<file path="src/rtl/seq_pattern_detector.sv">
`timescale 1ns/1ps
`default_nettype none
// ============================================================================
// Module      : seq_pattern_detector
// Description : Parametrised Mealy serial-pattern detector with a loadable
//               pattern, overlap control, optional sticky flag and a
//               saturating match counter.
// Revision    : 1.0 - initial release
// ============================================================================
module seq_pattern_detector #(
    parameter int                 PAT_LEN  = 4,
    parameter logic [PAT_LEN-1:0] PAT_INIT = 4'b1101,
    parameter bit                 OVERLAP  = 1'b1,
    parameter bit                 STICKY   = 1'b0,
    parameter int                 CNT_W    = 8
) (
    input  logic               clk,
    input  logic               reset,
    input  logic               din_valid,
    input  logic               din,
    input  logic               pat_wr,
    input  logic [PAT_LEN-1:0] pat_in,
    input  logic               clear,
    output logic               match,
    output logic               match_q,
    output logic               found,
    output logic [CNT_W-1:0]   match_count,
    output logic               count_sat
);

    localparam int                FILL_W     = $clog2(PAT_LEN);
    localparam logic [FILL_W-1:0] c_FILL_MAX = FILL_W'(PAT_LEN - 1);
    localparam logic [CNT_W-1:0]  c_CNT_MAX  = '1;

    logic [PAT_LEN-1:0] r_pattern;
    logic [PAT_LEN-2:0] r_history;
    logic [FILL_W-1:0]  r_fill;
    logic               r_match_q;
    logic [CNT_W-1:0]   r_count;
    logic               r_count_sat;

    logic [PAT_LEN-1:0] w_window;
    logic               w_full;
    logic               w_match;
    logic               w_restart;
    logic [CNT_W-1:0]   w_count_next;

    // The window is the stored history with the incoming bit appended as LSB.
    assign w_window  = {r_history, din};
    assign w_full    = (r_fill == c_FILL_MAX);
    assign w_match   = din_valid & ~clear & ~pat_wr & w_full & (w_window == r_pattern);
    assign w_restart = clear | pat_wr | (w_match & (OVERLAP == 1'b0));

    always_ff @(posedge clk or posedge reset) begin
        if (reset) begin
            r_pattern <= PAT_INIT;
        end else if (pat_wr) begin
            r_pattern <= pat_in;
        end
    end

    always_ff @(posedge clk or posedge reset) begin
        if (reset) begin
            r_history <= '0;
            r_fill    <= '0;
        end else if (w_restart) begin
            r_history <= '0;
            r_fill    <= '0;
        end else if (din_valid) begin
            r_history <= w_window[PAT_LEN-2:0];
            if (!w_full) begin
                r_fill <= r_fill + FILL_W'(1);
            end
        end
    end

    // Clear already forces w_match low, so match_q drops with it.
    always_ff @(posedge clk or posedge reset) begin
        if (reset) begin
            r_match_q <= 1'b0;
        end else begin
            r_match_q <= w_match;
        end
    end

    always_comb begin
        w_count_next = r_count;
        if (clear) begin
            w_count_next = '0;
        end else if (w_match && (r_count != c_CNT_MAX)) begin
            w_count_next = r_count + CNT_W'(1);
        end
    end

    always_ff @(posedge clk or posedge reset) begin
        if (reset) begin
            r_count     <= '0;
            r_count_sat <= 1'b0;
        end else begin
            r_count     <= w_count_next;
            r_count_sat <= &w_count_next;
        end
    end

    if (STICKY) begin : g_sticky
        logic r_found;
        always_ff @(posedge clk or posedge reset) begin
            if (reset) begin
                r_found <= 1'b0;
            end else if (clear) begin
                r_found <= 1'b0;
            end else if (w_match) begin
                r_found <= 1'b1;
            end
        end
        assign found = r_found;
    end else begin : g_mirror
        assign found = r_match_q;
    end

    assign match       = w_match;
    assign match_q     = r_match_q;
    assign match_count = r_count;
    assign count_sat   = r_count_sat;

endmodule
`default_nettype wire
</file>
<file path="config.mk">
export PLATFORM = sky130hd
export DESIGN_NAME = seq_pattern_detector
export DESIGN_NICKNAME = d
export VERILOG_FILES = /design/src/rtl/seq_pattern_detector.sv
export SDC_FILE = /design/constraint.sdc
export NUM_CORES = 1
export LEC_CHECK = 0
export BUFFER_PORTS_ARGS = -buffer_cell sky130_fd_sc_hd__clkbuf_2
export CORE_AREA = 2 2 55 57
export DETAILED_ROUTE_END_ITERATION = 7
export DIE_AREA = 0 0 57 59
export PLACE_DENSITY = 0.64
export RECOVER_POWER = 50
export SETUP_SLACK_MARGIN = 0.2
export SYNTH_ARGS = -nofsm -noshare
export SYNTH_HDL_FRONTEND = slang
export SYNTH_SLANG_ARGS = --single-unit
</file>
<file path="constraint.sdc">
create_clock -name clk -period 2.56 [get_ports clk]
set_input_delay 0.128 -clock clk [delete_from_list [all_inputs] [get_ports clk]]
set_output_delay 0.128 -clock clk [all_outputs]
set_load 0.01 [all_outputs]
</file>
==> metrics.yaml, run 1 <==
outcome: "finished clean"
yosys_warnings: 0
slew_headroom_pct: 51.3
synth_edf_count: 0
routed_wl_um: 2030
finalSetupTns_ns: 0
p_per_area_nw_per_um2: 435
ant_nets: 0
crit_fanout: 10
cts_sinks: 19
drv_slew: 0
die_y_um: 59
crit_chain: "xnor2_1 -> nand3_2 -> or4_4 -> a211o_1 -> nor4_2"
cts_tree: "built"
switching_share_pct: 24.1
ys_ff_latch: 19
core_area_um2: 2710
grt_pass1_vias: 770
whs_ns: 0.0671
hold_violations: 0
postSynthAreaPerCell_um2: 11.0
post-route-period-util_pct: 80.9
clockRootBuffer: "clkbuf_4"
synth_area_um2: 1050
nets: 132
power.share.combinational_pct: 10.6
power_leakage_uw: 0.000520
grt_pass1_wl_um: 3540
rsz0062_at_grt: "no"
final_util_pct: 44.1
htreeDepth: 1
die_x_um: 57
drtPass1Iterations: 4
synth_seq_area_share_pct: 45.4
wire_per_inst_um: 13.5
path_class: "reg2reg"
drive_above_1_share_pct: 24.4
drcViolationCount: 0
clk_pin_slew_ns: 0.11
power_frac_clock_pct: 28.6
pin_count: 22
numCtsBuffers: 3
rows: 19
post-cts-setup-buffer-count: 0
initial_core_util_pct: 38.9
path_buf_inv: 0
clk_latency_ns: 0.29
via_per_inst: 5.37
die_area_um2: 3360
synth_cell_type_count: 40
critical_path_required_ns: 2.76
setup_viol: 0
grt_start_max_net_pins: 20
cp-end-kind: "flop"
gp_congestion: 0.885
start_kind: "flop"
cts.path.max_buffers: 2
finClkSkew_ns: 0.00981
dpl.hpwl_um: 1550
area_growth_pct: 13.4
worstMarginPinSlew_ns: 0.729
hp-class: "in2reg"
critPathSlowestCell: "dfstp_1"
fin_crit_ns: 2.07
drv_cap: 0
diodes: 0
ir_drop_mv: 0.246
vias: 806
synth-main-ff-cell: "dfrtp_1"
critical-path-top-delay-family: "simple AND/OR/NAND/NOR gates"
async_flop_share_pct: 100
grt.overflow.total: 0
syn_nets: 108
seqPwrFrac_pct: 60.8
critPathArrivalTime_ns: 2.27
fmax_mhz: 483
portBuffers: 21
netlist_instances: 96
p_int_uw: 395
p_sw_uw: 125
antenna_found_initial: 0
max_stage_delay_ns: 0.55
track_usage_pct: 13.5
drt-initial-drc-count: 16
-- worst reg2reg max path, cell delays in order (launching register included) --
cell and delay [ns]:
dfstp_1 0.55, xnor2_1 0.15, nand3_2 0.23, or4_4 0.54
a211o_1 0.32, nor4_2 0.22
-- flip-flops by register name (all words and copies together) (netlist names) --
name	count
count_sat	1
match_count	8
r_pattern	4
found	1
r_fill	2
r_history	3
-- layout make-up --
class | count | area, um2
Clock buffer | 4 | 26.3
Fill cell | 282 | 1510
Inverter | 3 | 11.3
Multi-Input combinational cell | 71 | 534
Sequential cell | 19 | 479
Tap cell | 31 | 38.8
Timing Repair Buffer | 22 | 106
-- power by group through the flow --
stage	logic, uW	registers (uW)	clock network (uW)
after CTS	56.5	318	154
after global routing	62.4	318	172
after floorplan	41.9	322	0
after detailed placement	55.2	324	0
final	55.3	316	149
after global placement	53.6	323	0
-- kinds of logic (layout without fill, tap and decap cells) --
family                   count (synthesis)  in the layout  synth area share [%]
flip-flops                              19             19                  45.4
multiplexers                            10             10                  9.96
XOR/XNOR                                 9              9                  8.19
buffers and inverters                    6             29                  3.91
AO/OA/AOI/OAI                            9              9                  6.29
AND/OR/NAND/NOR                         41             41                  23.8
adder cells (fa/ha/maj)                  2              2                  2.37
-- stage by stage --
stage                     power, uW  instances  instance area, um2  setup slack (ns)
after CTS                       529        150                1200             0.473
after detailed placement        379        145                1170             0.493
after floorplan                 364         96                1050             0.641
final                           520        150                1200             0.490
after global placement          377        145                1170             0.565
after global routing            552        150                1200             0.320
-- Yosys cell counts (3+ instances only) --
cell      n  area [um2]
nor4_1    3        18.8
mux2i_1   6        60.1
xnor2_1   7        61.3
nor2_1   13        48.8
nand2_1   4        15.0
mux2_2    4        45.0
dfrtp_1  16         400
dfstp_2   3        78.8
inv_1     3        11.3
-- cells in the final DEF (no fill, tap or decap), types with 2 or more instances in the layout --
cell type	synthesis	routed
clkbuf_2	0	14
nor4_1	3	3
nand3_1	2	2
o21ai_0	2	2
nor3_1	2	2
and3_1	2	2
clkbuf_1	0	8
nor2_1	13	13
mux2i_1	6	6
clkbuf_4	0	3
xnor2_1	7	7
ha_1	2	2
nand2_1	4	4
dfstp_1	0	3
inv_1	3	3
dfrtp_1	16	16
mux2_2	4	4
-- routing by layer --
layer  wire (um)  track usage, %
met2         970            22.7
met5           0               0
met3          91            1.97
met1         927            17.8
met4          38            4.98
-- path summary, 6_finish.rpt --
| check | startpoint | to | slack, ns | cells after the start |
|---|---|---|---|---|
| hold / removal | pat_in[1] | r_pattern[1] | 0.07 | 2 |
| setup / recovery | r_pattern[3] | count_sat | 0.49 | 5 |
| max in group asynchronous | reset | r_history[0] | 1.62 | 3 |
| min in group asynchronous | reset | found | 0.47 | 3 |
| setup reg to reg | r_pattern[3] | count_sat | 0.49 | 5 |
| hold reg to reg | r_fill[1] | r_fill[1] | 0.56 | 2 |
-- what timing repair did --
action | 4_1_cts | 5_1_grt
gates resized for setup | 0 | 0
hold endpoints to repair | 16 | 0
hold buffers | 1 | 0
Note: power is estimated with default switching activity, not from simulation.
==> inputs of run 2 (changes only) <==
- PLACE_DENSITY: 0.64 -> 0.67
- clock period: 2.56 -> 1.66 ns (I/O delays scaled with it)
==> run 2 against run 1 <==
Net effect:
- the flow now finishes with violations (setup timing)
- sequential share of layout area down 8.3 points
- critical path depth up 1
- highest routed layer unchanged
- die area unchanged
- cell count up 16%
- total power up 61%
- wire length up 21%
- clock power up 54%
==> metrics.yaml, run 2 (synthesized netlist as in run 1, its figures left out) <==
most-common-layout-cells: "20 x buf_4, 17 x clkbuf_2, 16 x dfrtp_1"
vias: 889
final_common_cell: "buf_4"
layout_setup_ws_ns: -0.147
gp_congestion: 0.887
grt_start_max_net_pins: 20
antenna_found_initial: 0
clockRootBuffer: "clkbuf_4"
path_class: "reg2reg"
clk_pin_slew_ns: 0.10
diodes: 0
worstMarginPinSlew_ns: 0.709
post-route-period-util_pct: 109
via_per_inst: 5.11
whs_path_depth: 2
slew_headroom_pct: 52.7
drt-initial-drc-count: 57
drv_slew: 0
drive_above_1_share_pct: 50.3
dpl.hpwl_um: 1870
multi_input_area_um2: 634
p_int_uw: 632
cts.path.max_buffers: 2
cts_sinks: 19
pre_cts_ws_ns: -0.136
p_per_area_nw_per_um2: 556
power_leakage_uw: 0.000711
area_growth_pct: 42.9
drv_cap: 0
core_area_um2: 2710
grt_pass1_wl_um: 4220
hp-class: "in2reg"
ant_nets: 0
critPathArrivalTime_ns: 2.01
ir_drop_mv: 0.462
violations: "setup timing"
initial_core_util_pct: 38.9
largest_register_ffs: 8
hold_violations: 0
cts_tree: "built"
rsz0062_at_grt: "yes"
start_kind: "flop"
routed_wl_um: 2460
cp-end-kind: "flop"
outcome: "complete, but fails checks"
numCtsBuffers: 3
portBuffers: 21
drtPass1Iterations: 4
drcViolationCount: 0
die_y_um: 59
fin_crit_ns: 1.81
clk_latency_ns: 0.29
p_sw_uw: 206
die_x_um: 57
crit_fanout: 4
rows: 19
switching_share_pct: 24.6
grt_pass1_vias: 898
finClkSkew_ns: 0.00215
fmax_mhz: 553
pin_count: 22
fillerInstances: 246
track_usage_pct: 16.4
rr_worst_depth: 6
seq_area_um2: 479
dpl-instance-area_um2: 1380
critical_path_required_ns: 1.87
htreeDepth: 1
wire_per_inst_um: 14.1
nets: 156
grt.overflow.total: 0
power_frac_clock_pct: 27.4
final_area_um2: 1510
seqPwrFrac_pct: 58.8
setup_viol: 5
die_area_um2: 3360
power.share.combinational_pct: 13.8
finalSetupTns_ns: -0.365
-- run 2: routing by layer --
layer	track usage [%]	routed length (um)
met5	0	0
met4	6.98	41
met3	2.18	120
met2	29.2	1290
met1	20.1	1010
-- run 2: path summary, 6_finish.rpt --
kind	start	to	slack (ns)
worst max-delay path	match_count[1]	count_sat	-0.15
worst min-delay path	pat_in[1]	r_pattern[1]	0.02
worst max register to register	match_count[1]	count_sat	-0.15
worst min register to register	r_fill[1]	r_fill[1]	0.56
max in group asynchronous	reset	r_history[2]	0.79
min in group asynchronous	reset	match_count[1]	0.42
-- run 2: metrics by stage --
stage,hold WS (ns),power [uW],std cells,utilization [%]
finish,0.0186,838,174,55.6
global route,0.0134,878,174,55.6
CTS,0.00766,850,173,54.7
detailed placement,0.226,610,168,50.9
global placement,0.211,605,168,50.9
floorplan,0.0319,570,96,-
-- run 2: layout make-up --
type / instances / share of cell area [%]
clock buffers: 4 / 1.74
inverters: 3 / 0.747
multi-input cells: 71 / 42.1
flip-flops and latches: 19 / 31.8
well taps: 31 / 2.57
repair buffers: 46 / 21.1
-- run 2: power groups by stage --
stage | registers [uW] | clock network, uW | logic (uW)
3_5_place_dp | 502 | 0 | 108
4_1_cts | 493 | 239 | 118
3_3_place_gp | 500 | 0 | 105
2_1_floorplan | 500 | 0 | 70.0
5_1_grt | 494 | 255 | 129
6_report | 492 | 230 | 116
-- run 2: what timing repair did --
action	in CTS	in global routing
hold buffers	1	0
buffers inserted	0	1
setup endpoints to repair	10	10
gates resized for setup	11	7
pin swaps	4	5
hold endpoints to repair	16	0
-- run 2: critical path, stage by stage (launching register included) --
cell and delay [ns]:
dfrtp_1 0.40, ha_2 0.21, nand4_1 0.14, o21ai_1 0.12, or4_4 0.43, a211o_1 0.28, nor4_2 0.14
==> inputs of run 3 (changes only) <==
- CELL_PAD_IN_SITES_DETAIL_PLACEMENT: unset -> 0
- CELL_PAD_IN_SITES_GLOBAL_PLACEMENT: unset -> 1
- CORE_AREA: 2 2 55 57 -> 2 2 57 59
- DIE_AREA: 0 0 57 59 -> 0 0 59 61
- PLACE_DENSITY: 0.67 -> 0.76
==> run 3 against run 2 <==
Net effect:
- the flow still finishes with violations (setup timing)
- design area up 3.3%
- via count increased by 2.9%
- clock skew increased by 0.0018 ns
- critical path type unchanged
- global-route usage down 0.55 points
- first-iteration DRC count shrank 77%
- sequential share of layout area is 1.0 points lower
- critical path depth fell by 1
- wire length up 6.7%
==> metrics.yaml, run 3 (synthesized netlist as in run 1, its figures left out) <==
outcome: "complete, but fails checks"
violations: "setup timing"
drv_slew: 0
grt_pass1_vias: 915
seqPwrFrac_pct: 56.9
fmax_mhz: 549
clk_latency_ns: 0.29
core_area_um2: 2950
cts_tree: "built"
cp-end-kind: "flop"
diodes: 0
worstMarginPinSlew_ns: 0.761
ant_nets: 0
htreeDepth: 1
initial_core_util_pct: 35.7
start_kind: "flop"
crit_fanout: 2
largest_register_ffs: 8
final_util_pct: 52.8
numCtsBuffers: 3
portBuffers: 21
critPathArrivalTime_ns: 2.03
die_area_um2: 3600
critical_path_required_ns: 1.87
hold_violations: 0
drcViolationCount: 0
drt-initial-drc-count: 13
p_int_uw: 644
finalSetupTns_ns: -0.457
setup_viol: 6
area_growth_pct: 47.7
path_class: "reg2reg"
fin_crit_ns: 1.82
drive_above_1_share_pct: 47.9
cts_sinks: 19
vias: 915
routed_wl_um: 2620
layout_setup_ws_ns: -0.163
rows: 20
antenna_found_initial: 0
via_per_inst: 5.17
ir_drop_mv: 0.397
drtPass1Iterations: 4
power_leakage_uw: 0.000713
grt_start_max_net_pins: 20
post-route-period-util_pct: 110
pin_count: 22
finClkSkew_ns: 0.00392
gp_congestion: 0.775
dpl.hpwl_um: 1820
clockRootBuffer: "clkbuf_4"
drv_cap: 0
p_total_uw: 865
slew_headroom_pct: 49.2
p_sw_uw: 221
final_common_cell: "dfrtp_1"
nets: 157
cts.path.max_buffers: 2
hp-class: "in2reg"
track_usage_pct: 15.9
die_x_um: 59
clk_pin_slew_ns: 0.11
wire_per_inst_um: 14.8
grt_pass1_wl_um: 4240
rsz0062_at_grt: "yes"
whs_ns: 0.00881
die_y_um: 61
power_frac_clock_pct: 27.7
switching_share_pct: 25.5
grt.overflow.total: 0
power.share.combinational_pct: 15.4
most-common-layout-cells: "16 x dfrtp_1, 14 x clkbuf_2, 14 x buf_4"
p_per_area_nw_per_um2: 555
run 3: cell types whose count changed in the layout (fill, tap and decap cells not counted), sizes merged:
cell         delta
dlygate4sd3     +1
run 3: worst max-delay path, cell delays in order (launching register included):
cell	delay, ns
dfrtp_1	0.43
xnor2_2	0.26
nand4_4	0.14
or4_4	0.50
a211o_1	0.29
nor4_2	0.12
run 3: final cells by class:
| cell class | instances | area [um2] |
|---|---|---|
| clock buffers | 4 | 26.3 |
| inverters | 3 | 11.3 |
| multi-input cells | 71 | 653 |
| repair buffers | 47 | 347 |
| flip-flops and latches | 19 | 479 |
| well taps | 33 | 41.3 |
| fillers | 274 | 1400 |
run 3: final timing paths:
| kind | startpoint | end | slack [ns] | cells after the start |
|---|---|---|---|---|
| worst min-delay path | pat_in[1] | r_pattern[1] | 0.009 | 2 |
| worst max register to register | r_history[0] | count_sat | -0.16 | 5 |
| max in group asynchronous | reset | match_count[7] | 0.75 | 3 |
| worst max-delay path | r_history[0] | count_sat | -0.16 | 5 |
| min in group asynchronous | reset | r_fill[1] | 0.44 | 3 |
| worst min register to register | r_fill[1] | r_fill[1] | 0.55 | 2 |
run 3: power groups by stage:
stage / registers (uW) / clock network, uW / logic [uW]
after CTS: 493 / 247 / 118
after global routing: 494 / 276 / 144
after floorplan: 500 / 0 / 70.0
after global placement: 501 / 0 / 105
final: 492 / 240 / 133
after detailed placement: 501 / 0 / 109
run 3: timing repair:
action	CTS	global route
buffers inserted	3	3
hold endpoints to repair	16	1
resized for setup	11	18
hold buffers	1	1
setup endpoints to repair	10	10
pin swaps	5	12
run 3: per-layer routing:
metal	global-route usage [%]	part of all wire (%)	wire length [um]	up-vias
met4	7.14	0.57	15	0
li1	-	-	-	444
met1	19.4	43	1130	451
met2	27.8	53	1390	18
met3	2.35	3.6	94	2
met5	0	0	0	-
run 3: metrics by stage:
| stage | worst slack [ns] | cell area (um2) | instances |
|---|---|---|---|
| after floorplan | -0.164 | 1080 | 96 |
| after detailed placement | -0.158 | 1330 | 165 |
| after CTS | -0.160 | 1470 | 173 |
| final | -0.163 | 1560 | 177 |
| after global placement | -0.129 | 1330 | 165 |
| after global routing | -0.277 | 1560 | 177 |
